File: config.mk
export PLATFORM = sky130hd
export DESIGN_NAME = read_iq_multi
export DESIGN_NICKNAME = d
export VERILOG_FILES = /design/src/rtl/read_iq_multi.sv
export SDC_FILE = /design/constraint.sdc
export NUM_CORES = 1
export LEC_CHECK = 0
export BUFFER_PORTS_ARGS = -buffer_cell sky130_fd_sc_hd__buf_2
export CAP_MARGIN = 15
export CORE_MARGIN = 8
export CORE_UTILIZATION = 45
export CTS_BUF_LIST = sky130_fd_sc_hd__clkbuf_8
export DETAILED_ROUTE_END_ITERATION = 6
export GPL_ROUTABILITY_DRIVEN = 0
export PLACE_DENSITY = 0.83
export SLEW_MARGIN = 20
export SYNTH_ARGS = -nofsm -noshare
export SYNTH_HDL_FRONTEND = slang
export SYNTH_SLANG_ARGS = --single-unit
File: constraint.sdc
create_clock -name clock -period 1.2 [get_ports clock]
set_input_delay 0.24 -clock clock [delete_from_list [all_inputs] [get_ports clock]]
set_output_delay 0.24 -clock clock [all_outputs]
set_load 0.005 [all_outputs]
File: src/rtl/read_iq_multi.sv
// Byte-stream I/Q deinterleaver: assembles little-endian signed I/Q samples per channel,
// sign-extends and left-shifts them. Optional READ_IQ_SAMPLE_CNT_EN adds sample_count.
module read_iq_multi #(
  parameter int DATA_SIZE        = 32,
  parameter int BYTE_SIZE        = 8,
  parameter int BYTES_PER_SAMPLE = 2,
  parameter int BITS             = 10,
  parameter int CHANNELS         = 1,
  parameter int CH_W             = (CHANNELS > 1) ? $clog2(CHANNELS) : 1
) (
  input  logic                 clock,
  input  logic                 reset,
  input  logic [BYTE_SIZE-1:0] in_dout,
  input  logic                 in_empty,
  output logic                 in_rd_en,
  output logic [DATA_SIZE-1:0] i_out_din,
  output logic [DATA_SIZE-1:0] q_out_din,
  output logic [CH_W-1:0]      ch_out,
  input  logic                 i_out_full,
  input  logic                 q_out_full,
  output logic                 i_out_wr_en,
  output logic                 q_out_wr_en
`ifdef READ_IQ_SAMPLE_CNT_EN
  ,
  output logic [31:0]          sample_count
`endif
);

  localparam int NB   = 2 * BYTES_PER_SAMPLE;
  localparam int SW   = BYTES_PER_SAMPLE * BYTE_SIZE;
  localparam int BC_W = $clog2(NB);

  typedef enum logic {S_READ, S_WRITE} state_t;

  state_t                 state_q, state_d;
  logic [BC_W-1:0]        byte_cnt_q, byte_cnt_d;
  logic [CH_W-1:0]        ch_cnt_q, ch_cnt_d;
  logic [CH_W-1:0]        ch_out_q, ch_out_d;
  logic [NB*BYTE_SIZE-1:0] shreg_q, shreg_d;
  logic [DATA_SIZE-1:0]   i_q, i_d, q_q, q_d;
  logic signed [SW-1:0]   i_raw, q_raw;
  logic signed [DATA_SIZE-1:0] i_ext, q_ext;
  logic                   pop, wr, last_byte;

  always_ff @(posedge clock) begin
    if (!reset) begin
      state_q    <= S_READ;
      byte_cnt_q <= '0;
      ch_cnt_q   <= '0;
      ch_out_q   <= '0;
      shreg_q    <= '0;
      i_q        <= '0;
      q_q        <= '0;
    end else begin
      state_q    <= state_d;
      byte_cnt_q <= byte_cnt_d;
      ch_cnt_q   <= ch_cnt_d;
      ch_out_q   <= ch_out_d;
      shreg_q    <= shreg_d;
      i_q        <= i_d;
      q_q        <= q_d;
    end
  end

  always_comb begin
    state_d    = state_q;
    byte_cnt_d = byte_cnt_q;
    ch_cnt_d   = ch_cnt_q;
    ch_out_d   = ch_out_q;
    shreg_d    = shreg_q;
    i_d        = i_q;
    q_d        = q_q;

    pop       = (state_q == S_READ) && !in_empty;
    wr        = (state_q == S_WRITE) && !i_out_full && !q_out_full;
    last_byte = pop && (byte_cnt_q == BC_W'(NB - 1));

    // Bytes enter at the top so the first (I LSB) byte ends up lowest.
    if (pop) begin
      shreg_d    = {in_dout, shreg_q[NB*BYTE_SIZE-1:BYTE_SIZE]};
      byte_cnt_d = last_byte ? '0 : byte_cnt_q + 1'b1;
    end

    i_raw = shreg_d[SW-1:0];
    q_raw = shreg_d[2*SW-1:SW];
    i_ext = DATA_SIZE'(i_raw);
    q_ext = DATA_SIZE'(q_raw);

    if (last_byte) begin
      i_d      = i_ext <<< BITS;
      q_d      = q_ext <<< BITS;
      ch_out_d = ch_cnt_q;
      state_d  = S_WRITE;
    end

    if (wr) begin
      state_d  = S_READ;
      ch_cnt_d = (ch_cnt_q == CH_W'(CHANNELS - 1)) ? '0 : ch_cnt_q + 1'b1;
    end
  end

  assign in_rd_en    = pop;
  assign i_out_wr_en = wr;
  assign q_out_wr_en = wr;
  assign i_out_din   = i_q;
  assign q_out_din   = q_q;
  assign ch_out      = ch_out_q;

`ifdef READ_IQ_SAMPLE_CNT_EN
  logic [31:0] sample_count_q;

  always_ff @(posedge clock) begin
    if (!reset)  sample_count_q <= '0;
    else if (wr) sample_count_q <= sample_count_q + 32'd1;
  end

  assign sample_count = sample_count_q;
`endif

endmodule

==> metrics, run 1 <==
clk slew on worst S/H paths 0.07 ns; Longest Clk Path Bufs 2; CP max stage delay 0.37 ns; Internal 2.813 mW; Slowest-stage cell, CP dfxtp_4; Max FO, Critical Path 4; combinational share of power 7.1%; drt first-iter violations 126; hpwl dp 3866 microns; Crit path arrival time 1.11 ns; part of the power in registers 53.8%; Total Power 3.759 mW; internal reg-to-reg setup slack -0.11 ns; switching share of power 25.18%; number of synthesis warnings 0; crit path buf inv count 2; Hold Violations, Final 0; Synth Instances 304; largest net degree at the start of global routing 41; r2r endpoint q_out_din[12]$_SDFFE_PN0P_; Num CTS Buffers 9; vias per cell 4.867; Final Net Count 364; failing checks setup timing; outcome finished, violations left; Setup crit end kind output port; kind of critical path reg2out; Row Count 28; flops & latches, synth 59; area leader, netlist dfxtp_1; Final Cycle Share 112.5%; Clock Sinks 59; DR pass1 iterations 4; count of cell types in the netlist 21; sequential element share of the synthesized area 43.64%; total gr overflow 0; leading cell types in the layout, fill and taps excluded 64 x nand2_1, 59 x buf_2, 54 x dfxtp_1, 31 x mux2i_1, 23 x or3b_1; I/O pin total 81; Final min period 1.351 ns; DR WL/cell 14.62 microns; Initial Utilization 46.26%; Reg2Reg Depth 5; Max-Cap Viols 0; Clk pwr share 39.1%; Critical Path Start state_q$_SDFFE_PP0P_; Area after DPL 2905 sq um; hold buffer count at CTS 0; worst skew pair latency 0.35 ns; Total GRT Usage 14.05%; DRC Markers 0; post-layout worst setup margin -0.1505 ns; leading post-synthesis cells by cell area dfxtp_1 44%, mux2i_1 12%, buf_4 10%, nand2_1 8.9%, or3b_1 8.1%; Max Fclk 740.5 MHz; Via Count 2093; H-tree levels 3; Pleak 1.342 nW; area of all placed cells without fillers 3251 sq um; syn avg cell area 8.902 sq um; net switching power 0.9464 mW; core area 5851 sq um; final setup fails 46; hold crit path type in2reg; final clock skew 0.006040 ns; Final ANT Viol Nets 0; CP Launch Type flop; area share of the largest cell type after synthesis 43.64%; pwr dens 1156 nW/um^2; CTS tree done; commonest non-fill, non-tap cell in the layout nand2_1; reg2reg start state_q$_SDFFE_PP0P_; Slew Limit Fails 0; first-pass GRT wire length 9604 microns; initial antenna violation count 0; Diodes inserted 0; worst hold slack 0.1476 ns; die footprint 8752 sq um; VDD IR max 859.3 uV; CP Cell Sequence buf_6 > nor3b_2 > buf_2; port bufs 59; vias in the first global route 1991; RSZ-0062 raised after global routing true; Syn Std Cell Area 2706 sq um; Worst EP required 0.96 ns; Crit path depth 3; WL final 6288 microns; Die X 93.55 microns; Worst Setup EP i_out_wr_en; CP top delay family flip-flops; Syn-to-layout area delta 20.11%; DIE HEIGHT 93.55 microns; CTS Root Cell clkbuf_8; fraction of layout cells with a size suffix above 1 29.58%
==> layout make-up <==
type / count / area (sq um)
Multi-Input combinational cell: 201 / 1225
Inverter: 1 / 3.754
Sequential cell: 59 / 1190
Fill cell: 529 / 2600
Tap cell: 75 / 93.84
Clock buffer: 9 / 123.9
Timing Repair Buffer: 78 / 584.3
Clock inverter: 7 / 30.03
==> sequential cells by signal, indices dropped and copies added, names as in the netlist <==
| register | cells |
|---|---|
| byte_cnt_q | 2 |
| state_q | 1 |
| i_out_din | 16 |
| q_out_din | 16 |
| shreg_q | 24 |
==> logic make-up after synthesis <==
group	after synthesis	synth area share (%)
and+or+nand+nor	93	18.12
buffers and inverters	64	15.63
DFF	59	43.64
AOI/OAI and AO/OA	54	10.17
muxes	32	11.84
adders and majority gates	1	0.4622
other	1	0.1386
==> Yosys cell counts <==
master     n
nor3b_2    1
mux2i_1   32
clkbuf_1  13
clkinv_1   1
nand2_1   64
o21a_1     2
ha_1       1
dfxtp_1   59
o21ai_1    8
clkbuf_2   3
buf_2      5
o21ai_0   18
conb_1     1
nor2_1     1
or4_1      1
buf_4     36
buf_1      1
buf_6      5
or3b_1    25
a21oi_1   26
nor3b_1    1
==> repair_timing <==
item,CTS,global route
cloned,1,3
setup buffers,3,0
endpoints found under the setup margin,55,63
pin swaps,3,3
resized for setup,10,11
==> through the flow <==
stage	setup TNS [ns]	cells	util, %	setup slack, ns
2_1_floorplan	0	324	-	0.01355
3_3_place_gp	-1.056	407	49.66	-0.04426
3_5_place_dp	-2.954	407	49.66	-0.1229
4_1_cts	-3.055	427	53.64	-0.1492
5_1_grt	-5.952	430	55.56	-0.1834
6_report	-3.313	430	55.56	-0.1505
==> worst min-delay path by stage <==
stage | to | slack, ns | cells past startpoint | startpoint
finish | q_out_din[19]$_SDFFE_PN0P_ | 0.15 | 3 | in_dout[1]
global route | q_out_din[20]$_SDFFE_PN0P_ | 0.16 | 3 | in_dout[2]
CTS | q_out_din[21]$_SDFFE_PN0P_ | 0.14 | 3 | in_dout[3]
detailed placement | q_out_din[20]$_SDFFE_PN0P_ | 0.44 | 2 | q_out_din[20]$_SDFFE_PN0P_
global placement | q_out_din[11]$_SDFFE_PN0P_ | 0.44 | 2 | q_out_din[11]$_SDFFE_PN0P_
floorplan | shreg_q[31]$_SDFF_PN0_ | 0.38 | 2 | reset
==> worst register-to-register path, delay by kind of cell, from the launching register on <==
family,cells,cell delay [ns]
buffers and inverters,3,0.53
muxes,1,0.18
DFF,1,0.36
and+or+nand+nor,1,0.17
==> per-layer routing <==
| layer | share of wire, % | global-route usage [%] | vias up |
|---|---|---|---|
| met5 | 0 | 0 | - |
| met4 | 1.4 | 5.945 | 0 |
| met3 | 9.5 | 6.651 | 12 |
| met2 | 49 | 23.33 | 72 |
| met1 | 40 | 14.98 | 955 |
| li1 | - | - | 1054 |
==> power by group through the flow <==
stage / sequential [mW] / clock [mW] / combinational [mW]
6_report: 2.02 / 1.47 / 0.268
5_1_grt: 2.02 / 1.55 / 0.300
4_1_cts: 2.02 / 1.48 / 0.247
3_5_place_dp: 2.06 / 0 / 0.237
3_3_place_gp: 2.06 / 0 / 0.233
2_1_floorplan: 2.05 / 0 / 0.217
(Power assumes the default switching activity.)
==> run 2: changes to the inputs <==
Settings changed: PLACE_DENSITY 0.83 to unset, PLACE_DENSITY_LB_ADDON set to 0.1.
==> metrics, run 2 (synthesis gave the netlist of run 1 again) <==
hpwl dp 3999 microns; max reg flops 24; Crit path arrival time 1.07 ns; Max-Cap Viols 0; Via Count 2074; Final Net Count 372; CP max stage delay 0.36 ns; CTS Root Cell clkbuf_8; commonest non-fill, non-tap cell in the layout nand2_1; Longest Clk Path Bufs 2; I/O pin total 81; Hold Violations, Final 0; port bufs 59; hold crit path type in2reg; Clk pwr share 46.2%; die footprint 8752 sq um; kind of critical path reg2out; worst skew pair latency 0.32 ns; failing checks setup timing; area of all placed cells without fillers 3501 sq um; clk slew on worst S/H paths 0.06 ns; Final Cycle Share 109.4%; DR WL/cell 14.03 microns; drt first-iter violations 97; CTS tree done; Initial Utilization 46.26%; Max Fclk 761.8 MHz; Setup Total Neg Slack -2.175 ns; Final min period 1.313 ns; Total Power 4.355 mW; hold buffer count at CTS 0; crit path buf inv count 2; Setup crit end kind output port; Die X 93.55 microns; initial antenna violation count 0; DRC Markers 0; final setup fails 45; first-pass GRT wire length 10050 microns; Syn-to-layout area delta 29.36%; Slew Limit Fails 0; part of the power in registers 46.4%; vias per cell 4.735; Slowest-stage cell, CP dfxtp_4; DR pass1 iterations 4; CP Cell Sequence buf_6 > nor3b_4 > buf_2; WL final 6146 microns; worst hold slack 0.1726 ns; total gr overflow 0; CP Launch Type flop; net switching power 0.9394 mW; largest net degree at the start of global routing 28; combinational share of power 7.5%; Max FO, Critical Path 4; Total GRT Usage 14.02%; leading cell types in the layout, fill and taps excluded 64 x nand2_1, 58 x buf_2, 55 x dfxtp_1, 32 x mux2i_1, 21 x conb_1; Area after DPL 2950 sq um; core area 5851 sq um; CP top delay family flip-flops; Clock Sinks 59; Num CTS Buffers 9; Final ANT Viol Nets 0; outcome finished, violations left; post-layout worst setup margin -0.1126 ns; switching share of power 21.57%; Largest Register shreg_q; vias in the first global route 2128; Diodes inserted 0; Pleak 1.430 nW; final clock skew 0.005751 ns; pwr dens 1244 nW/um^2; Worst EP required 0.96 ns; Internal 3.416 mW; VDD IR max 911.2 uV; placed cells 413; RSZ-0062 raised after global routing true; DIE HEIGHT 93.55 microns; Finished Layout Cells 438; fraction of layout cells with a size suffix above 1 37.47%; Row Count 28; H-tree levels 3
run 2: cell types whose count changed in the layout (fill, tap and decap cells not counted), sizes merged:
| cell | previous run | this run |
|---|---|---|
| bufinv | 0 | 2 |
| buf | 75 | 84 |
| inv | 4 | 0 |
| bufbuf | 0 | 1 |
run 2: layout make-up:
type / instances / area, sq um
fillers: 515 / 2350
multi-input cells: 201 / 1303
inverters: 1 / 3.754
clock inverters: 5 / 75.07
clock buffers: 11 / 151.4
flip-flops and latches: 59 / 1191
repair buffers: 86 / 683.2
well taps: 75 / 93.84
run 2: worst min-delay path, delay by kind of cell:
family,cells,cell delay (ns)
buffers and inverters,1,0.10
and+or+nand+nor,1,0.05
muxes,1,0.05
run 2: path summary, 6_finish.rpt:
| path | start | end | slack (ns) | cells past startpoint |
|---|---|---|---|---|
| max reg2reg | byte_cnt_q[0]$_SDFFE_PN0P_ | i_out_din[24]$_SDFFE_PN0P_ | -0.09 | 5 |
| max | state_q$_SDFFE_PP0P_ | i_out_wr_en | -0.11 | 3 |
| min reg2reg | i_out_din[12]$_SDFFE_PN0P_ | i_out_din[12]$_SDFFE_PN0P_ | 0.45 | 2 |
| min | in_dout[0] | q_out_din[18]$_SDFFE_PN0P_ | 0.17 | 3 |
run 2: power by group through the flow:
stage / clock network, mW / registers, mW / logic, mW
after global routing: 2.17 / 2.02 / 0.356
after global placement: 0 / 2.06 / 0.259
final: 2.01 / 2.02 / 0.325
after CTS: 2.06 / 2.02 / 0.288
after detailed placement: 0 / 2.06 / 0.260
after floorplan: 0 / 2.05 / 0.217
run 2: routing by layer:
layer	track usage (%)	share of wire [%]	vias to the layer above
met1	16.52	45	956
li1	-	-	1067
met3	4.487	6.7	2
met5	0	0	-
met4	5.152	0.16	0
met2	23.27	48	49
run 2: through the flow:
step | setup WS, ns | util (%)
2_1_floorplan | 0.01355 | -
3_3_place_gp | -0.04927 | 50.43
3_5_place_dp | -0.1323 | 50.43
4_1_cts | -0.1233 | 57.63
5_1_grt | -0.1769 | 59.84
6_report | -0.1126 | 59.84
run 2: repair_timing:
item	CTS	global route
gates cloned	3	1
pin swaps	4	10
gates resized for setup	30	28
setup endpoints to repair	41	68
setup buffers	4	2
